<file path="src/rtl/vec_pkg.sv">
// Shared types and helpers for the vector memory sequencer.
package vec_pkg;

  typedef enum logic [1:0] {
    IDLE   = 2'd0,
    ACCESS = 2'd1,
    DONE   = 2'd2
  } seq_state_t;

  typedef enum logic {
    VOP_LOAD  = 1'b0,
    VOP_STORE = 1'b1
  } vec_op_t;

  localparam int VEC_LANES = 4;
  localparam int VEC_ARQ   = 32;

  // Bit position of the least significant bit of a lane inside a packed vector.
  function automatic int lane_lsb(input int lane, input int arq);
    return lane * arq;
  endfunction

endpackage

</file>
<file path="src/rtl/vector_mem_sequencer.sv">
// Multi-cycle sequencer for vector load/store on a single-port, one-word-per-access
// data memory. Walks LANES consecutive words, stalls the pipeline while busy and
// pulses vec_load_we when a loaded vector is complete.
module vector_mem_sequencer
  import vec_pkg::*;
#(
  parameter int ARQ    = VEC_ARQ,
  parameter int LANES  = VEC_LANES,
  parameter int ADDR_W = 32
) (
  input  logic                  clk,
  input  logic                  rst_n,
  input  logic                  r_mem,
  input  logic                  w_mem,
  input  logic [ADDR_W-1:0]     base_addr,
  input  logic [LANES*ARQ-1:0]  wr_vec,
  output logic [LANES*ARQ-1:0]  rd_vec,
  output logic                  vec_load_we,
  output logic                  stall,
  output logic                  busy,
  output logic                  req_err,
  output logic                  mem_req,
  output logic                  mem_we,
  output logic [ADDR_W-1:0]     mem_addr,
  output logic [ARQ-1:0]        mem_wdata,
  input  logic [ARQ-1:0]        mem_rdata,
  input  logic                  mem_ack
);

  localparam int LANE_W = (LANES > 1) ? $clog2(LANES) : 1;
  localparam logic [LANE_W-1:0] LAST_LANE = LANE_W'(LANES - 1);

  seq_state_t             state, state_nxt;
  vec_op_t                op_p0;
  logic [LANE_W-1:0]      lane;
  logic [ADDR_W-1:0]      base_p0;
  logic [LANES*ARQ-1:0]   vec_p0;
  logic                   accept;
  logic                   lane_done;

  assign busy      = (state != IDLE);
  assign lane_done = (state == ACCESS) && mem_ack;

  // Control state: FSM register, latched operation and lane counter.
  always_ff @(posedge clk or negedge rst_n) begin
    if (!rst_n) begin
      state <= IDLE;
      op_p0 <= VOP_LOAD;
      lane  <= '0;
    end else begin
      state <= state_nxt;
      if (accept) begin
        op_p0 <= w_mem ? VOP_STORE : VOP_LOAD;
        lane  <= '0;
      end else if (lane_done) begin
        lane  <= lane + LANE_W'(1);
      end
    end
  end

  // Request operands captured on accept; later input changes cannot disturb a transfer.
  always_ff @(posedge clk) begin
    if (accept) begin
      base_p0 <= base_addr;
      vec_p0  <= wr_vec;
    end
  end

  // Assemble the loaded vector one lane per acknowledged read.
  always_ff @(posedge clk or negedge rst_n) begin
    if (!rst_n) begin
      rd_vec <= '0;
    end else if (lane_done && (op_p0 == VOP_LOAD)) begin
      rd_vec[lane_lsb(int'(lane), ARQ) +: ARQ] <= mem_rdata;
    end
  end

  // Next-state and output decode; the request cycle itself stalls combinationally.
  always_comb begin
    state_nxt   = state;
    accept      = 1'b0;
    stall       = 1'b0;
    req_err     = 1'b0;
    mem_req     = 1'b0;
    mem_we      = 1'b0;
    mem_addr    = '0;
    mem_wdata   = '0;
    vec_load_we = 1'b0;
    case (state)
      IDLE: begin
        if (r_mem ^ w_mem) begin
          accept    = 1'b1;
          stall     = 1'b1;
          state_nxt = ACCESS;
        end else if (r_mem && w_mem) begin
          req_err = 1'b1;
        end
      end
      ACCESS: begin
        stall     = 1'b1;
        mem_req   = 1'b1;
        mem_we    = (op_p0 == VOP_STORE);
        mem_addr  = base_p0 + ADDR_W'(lane) * ADDR_W'(ARQ / 8);
        mem_wdata = vec_p0[lane_lsb(int'(lane), ARQ) +: ARQ];
        if (mem_ack && (lane == LAST_LANE)) begin
          state_nxt = DONE;
        end
      end
      DONE: begin
        vec_load_we = (op_p0 == VOP_LOAD);
        state_nxt   = IDLE;
      end
      default: state_nxt = IDLE;
    endcase
  end

endmodule

</file>
<file path="config.mk">
export PLATFORM = sky130hd
export DESIGN_NAME = vector_mem_sequencer
export DESIGN_NICKNAME = d
export VERILOG_FILES = /design/src/rtl/vec_pkg.sv /design/src/rtl/vector_mem_sequencer.sv
export SDC_FILE = /design/constraint.sdc
export NUM_CORES = 1
export LEC_CHECK = 0
export ABC_AREA = 1
export CELL_PAD_IN_SITES_DETAIL_PLACEMENT = 0
export CELL_PAD_IN_SITES_GLOBAL_PLACEMENT = 1
export CORE_ASPECT_RATIO = 2
export CORE_MARGIN = 3
export CORE_UTILIZATION = 30
export CTS_CLUSTER_DIAMETER = 50
export DETAILED_ROUTE_END_ITERATION = 8
export GPL_TIMING_DRIVEN = 0
export PLACE_DENSITY = 0.69
export SLEW_MARGIN = 10
export SYNTH_ARGS = -nofsm -noshare
export SYNTH_HDL_FRONTEND = slang
export SYNTH_SLANG_ARGS = --single-unit
</file>
<file path="constraint.sdc">
create_clock -name clk -period 12.05 [get_ports clk]
set_input_delay 2.41 -clock clk [delete_from_list [all_inputs] [get_ports clk]]
set_output_delay 2.41 -clock clk [all_outputs]
set_load 0.02 [all_outputs]
</file>
======== After elaboration in Yosys (flattened, before gate mapping) ========
Index checks and enable logic that the tools add are counted.
storage, ports and cells
  flip-flop bits (word level) ............. 293
  bits of input ports ..................... 197
  word-level logic and storage cells ...... 45
cells by class
  add/sub/neg operators ................... 3
  equal/unequal tests ..................... 5
  shift-type cells ........................ 3
  multiplexer cells ....................... 18
  bitwise operators ....................... 2
  reductions and logical operators ........ 8
operators with widths
  operator                                                  count
  bitwise mux 128 bit                                       1
  variable shift 32 x 33 -> 128 bit (first input constant)  1
  indexed part select 128 x 8 -> 32 bit                     1
  indexed part select 32 x 33 -> 128 bit                    1
  two-way mux 32 bit                                        2
  negation 7 -> 33 bit                                      1
  adder 32 x 4 -> 32 bit                                    1
  two-way mux 1 bit                                         9
  two-way mux 2 bit                                         4
  equality test 2 bit (second input constant)               2
  logical AND 1 bit                                         4
  case mux 2 bit (2 select lines)                           1
  nonzero test 2 bit                                        2
  adder 2 x 1 -> 2 bit (second input constant)              1
  equality test 2 x 1 -> 1 bit (second input constant)      1
  zero test 2 bit                                           1
  != test 2 x 1 -> 1 bit (second input constant)            1
  != test 2 bit (second input constant)                     1
  case mux 1 bit (2 select lines)                           1
  AND reduction 2 bit                                       1
  NOT 1 bit                                                 1
  XOR 1 bit                                                 1

======== Longest topological paths before layout ========
  depth after elaboration ................. 4
  gate-level depth with buffers ........... 11

======== Worst setup path after synthesis ========
OpenSTA, ideal clock, no wires.
  path kind ............................... input -> register
  start point ............................. input r_mem
  end point ............................... register base_p0[0], enable pin
  setup time .............................. 513 ps
  arrival ................................. 5,898 ps
  slack ................................... 5,639 ps
  cell stages on the path ................. 3
  path through ............................ ha_1 nand2_1 inv_1
between the ends
  word-level cells in the longest chain between the ends .. 3
RTL lines
  element               RTL line                    text
  start, declared       vector_mem_sequencer.sv:13  input logic r_mem,
  XOR 1 bit             vector_mem_sequencer.sv:91  if (r_mem ^ w_mem) begin
  two-way mux 1 bit     vector_mem_sequencer.sv:91
  two-way mux 1 bit     vector_mem_sequencer.sv:89  case (state)
  net accept            vector_mem_sequencer.sv:38  logic accept;
  end signal, assigned  vector_mem_sequencer.sv:64  base_p0 <= base_addr;
  end, declared         vector_mem_sequencer.sv:36  logic [ADDR_W-1:0] base_p0;
The timed path passes the listed nets, and every way through them passes these cells.
A chain may end at the register's enable or synchronous reset.

======== Final worst setup path ========
  start point ............................. input r_mem
  end point ............................... output stall
between the ends
  word-level cells in the longest chain between the ends .. 3
RTL lines
  element                          RTL line                    text
  XOR 1 bit                        vector_mem_sequencer.sv:91
  two-way mux 1 bit                vector_mem_sequencer.sv:91
  case mux 1 bit (2 select lines)  vector_mem_sequencer.sv:89
  end, declared                    vector_mem_sequencer.sv:19  output logic stall,
Every way passes these cells.

==> out/results.md <==
| Item | Reported | Unit |
|:---|:---|:---|
| Arrival @ worst endpoint | 4.15 | ns |
| Number of inserted filler cells in the final layout | 4255 | - |
| Global-route congestion overflow total | 0 | - |
| Maximum number of pins on one net before global-route repair | 105 | - |
| Seq. cell area | 8130 | sq um |
| Design area | 18500 | sq um |
| Sequential area share after synthesis | 62.9 | % |
| Routed wl met3 | 2930 | microns |
| Setup slack of the critical path after layout | 5.49 | ns |
| Most common flop cell mapped by yosys | edfxtp_1 | - |
| Number of buffers inserted to repair setup after CTS | 0 | - |
| Starting DRT DRC Count | 568 | - |
| Number of antenna violations at the first check in global routing | 4 | - |
| Cell variety after synth | 29 | - |
| Wire length of the first global-routing pass | 69200 | microns |
| Final Net Count | 1960 | - |
| Max cap viols | 0 | - |
| Clock latency of the later-clocked register in the worst-skew pair | 0.58 | ns |
| Standard-cell rows | 107 | - |
| Leakage power of the design | 7.79 | nW |
| Cell at the root of the clock tree | clkbuf_16 | - |
| Top Metal Used | met5 | - |
| Number of enable flip-flop cells after synthesis | 160 | - |
| Result of the run | finished clean | - |
| Initial Util | 30.4 | % |
| Avg Inst Size Synth | 9.73 | sq um |
| Post-Synthesis Cell Area | 12900 | sq um |
| Die height | 299 | microns |
| Placement-stage worst setup slack | 5.50 | ns |
| Vias in the first global route | 11400 | - |
| Number of warnings printed during yosys synthesis | 0 | - |
| Setup violators final | 0 | - |
| Total count of hold-check failures in the final report | 0 | - |
| Slew at the pin with the worst max-slew slack | 0.781 | ns |
| Die Width | 153 | microns |
| Hold-fix buffer count after cts | 0 | - |
| Count of vias placed by the detailed router | 11000 | - |
| Post-CTS resize count | 0 | - |
| F_max | 152 | MHz |
| Area growth from synthesis to final layout | 43.3 | % |
| Number of clock sinks seen by CTS | 293 | - |
| Dpl hpwl | 37200 | microns |
| Antenna Nets Post-Route | 0 | - |
| Pre-Repair DR Iteration Count | 5 | - |
| Sum of met2 wire segment lengths after detailed routing | 26800 | microns |
| Tcrit/Tclk final | 54.4 | % |
| # IOs | 395 | - |
| Area of the multi-input gates | 4010 | sq um |
| VDD IR-drop max | 0.130 | mV |
| Die Footprint | 45700 | sq um |
| Clock skew after layout | 0.0335 | ns |
| Port buffer count | 394 | - |
| Length of routed wiring on met1 | 15700 | microns |
| Areal power density over the cells | 235 | nW/um^2 |
| DRC errors left | 0 | - |
| Total CTS buffers | 28 | - |
| CP max FO | 5 | - |
| Setup TNS Final | 0 | ns |
| Slew Limit Headroom | 48.0 | % |
| Max-slew violation count | 0 | - |
| Overall routed net length | 47300 | microns |
| Start-to-end type of the worst setup path | in2out | - |
| Number of buffers between clock root and the deepest sink | 3 | - |
| Async S/R FF share, synth | 45.4 | % |
| Element type at the critical path start | input port | - |
| Endpoint required time on the critical path | 9.64 | ns |
| Number of cells produced by synthesis | 1328 | - |
| Area after detailed placement | 17600 | sq um |
| Ratio of routed vias to standard cells | 4.73 | - |
| TritonCTS clock tree | built | - |
| H-tree Lvls | 1 | - |
| Global routing usage summed across all routing layers | 19.8 | % |
| Post-synthesis net count | 1534 | - |
| Flops & latches, synth | 293 | - |
| Classification of the worst-slack hold path | reg2reg | - |
| Minimum clock period after layout | 6.56 | ns |
| CTS clk-pin slew, worst paths | 0.06 | ns |
| Capturing element type of the critical path | output pin | - |
| Wire per inst | 20.3 | microns |
| Placeable core region | 42600 | sq um |
| Fraction of layout instances using a drive strength above 1 | 6.02 | % |
| Unrepaired setup endpoints after global routing | false | - |
| GP Congestion | 0.895 | - |
==> flip-flops by register name (all words and copies together) (netlist names) <==
name,count
base_p0,32
lane,2
op_p0,1
rd_vec,128
state,2
vec_p0,128
==> final cells by class <==
cell class / count / share of cell area [%]
sequential: 293 / 43.9
multi-input combinational: 871 / 21.7
timing repair buffer: 396 / 21.6
clock buffer: 33 / 4.00
tap: 545 / 3.68
buffer: 89 / 2.68
inverter: 75 / 1.56
clock inverter: 19 / 0.831
antenna: 2 / 0.0270
==> cell usage after synthesis, types with 3 or more instances <==
cell	n	area [sq um]
a21oi_1	43	215
buf_1	7	26.3
buf_2	24	120
buf_4	9	67.6
buf_6	13	146
clkbuf_1	36	135
dfrtp_1	133	3330
edfxtp_1	160	4800
ha_1	8	100
inv_1	69	259
inv_2	5	18.8
nand2_1	219	822
nand3_1	78	390
nand4_1	64	400
nor2_1	237	890
nor2_4	6	67.6
nor3_1	5	25.0
o21ai_0	63	315
o21ai_1	137	686
xnor2_1	3	26.3
==> power by group <==
| part | switching, W | total [W] | internal [W] |
|---|---|---|---|
| logic | 0.00132 | 0.00206 | 0.000738 |
| registers | 0.000116 | 0.00141 | 0.00129 |
| clock network | 0.000407 | 0.000875 | 0.000468 |
| total | 0.00184 | 0.00434 | 0.00250 |
==> per-layer routing <==
| layer | vias up | track usage, % |
|---|---|---|
| met5 | - | 0 |
| met4 | 4 | 7.35 |
| met3 | 67 | 4.20 |
| met2 | 398 | 40.2 |
| met1 | 5155 | 18.9 |
| li1 | 5367 | - |
==> kinds of logic (layout without fill, tap and decap cells) <==
logic type                 count (synthesis)  after routing  synth area share (%)
and+or+nand+nor                          613            613                  20.3
DFF                                      293            293                  62.9
AOI/OAI and AO/OA                        245            245                  9.52
buffers and inverters                    164            612                  6.01
adders and majority gates                  9              9                 0.930
xor gates and xnor gates                   4              4                 0.271
other                                      0              2                     0
==> worst paths after layout <==
path | endpoint | slack [ns] | cells past startpoint | start
setup reg to reg | rd_vec[13]$_DFFE_PN0P_ | 8.44 | 11 | lane[0]$_DFFE_PN0P_
hold reg to reg | rd_vec[102]$_DFFE_PN0P_ | 0.49 | 2 | rd_vec[102]$_DFFE_PN0P_
min in group asynchronous | rd_vec[74]$_DFFE_PN0P_ | 1.77 | 1 | rst_n
hold / removal | rd_vec[102]$_DFFE_PN0P_ | 0.49 | 2 | rd_vec[102]$_DFFE_PN0P_
setup / recovery | stall | 5.49 | 5 | r_mem
max in group asynchronous | rd_vec[19]$_DFFE_PN0P_ | 9.44 | 2 | rst_n
==> worst max-delay path, cell delays in order <==
cell and delay, ns:
clkdlybuf4s50_1 0.46, ha_1 0.30, nand2_1 0.20, nand2_1 0.13, clkdlybuf4s50_1 0.65
==> through the flow <==
| step | instances | utilization (%) | hold slack (ns) | total power (W) |
|---|---|---|---|---|
| 6_report | 2323 | 43.5 | 0.486 | 0.00434 |
| 5_1_grt | 2322 | 43.5 | 0.510 | 0.00459 |
| 4_1_cts | 2321 | 43.5 | 0.493 | 0.00441 |
| 3_5_place_dp | 2269 | 41.4 | 0.476 | 0.00352 |
| 3_3_place_gp | 2267 | 41.2 | 0.474 | 0.00352 |
| 2_1_floorplan | 1328 | - | 0.574 | 0.00250 |
==> cells in the final DEF (no fill, tap or decap), types with 2 or more instances in the layout <==
cell type        instances
nand3_1                 78
o21ai_1                137
nand2_1                219
clkinv_4                 3
inv_2                    5
xnor2_1                  3
buf_2                   24
dfrtp_1                133
nor2_4                   6
clkdlybuf4s50_1        393
o21ai_0                 63
clkbuf_1                40
buf_16                   2
buf_6                   14
buf_1                    7
nor2_1                 237
clkinv_1                 6
clkinv_2                 4
diode_2                  2
a21oi_1                 43
inv_1                   68
nand4_1                 64
inv_8                    3
edfxtp_1               160
nor3_1                   5
buf_4                    9
ha_1                     8
clkbuf_16               29
No activity file was read; power rests on OpenSTA's default activity.
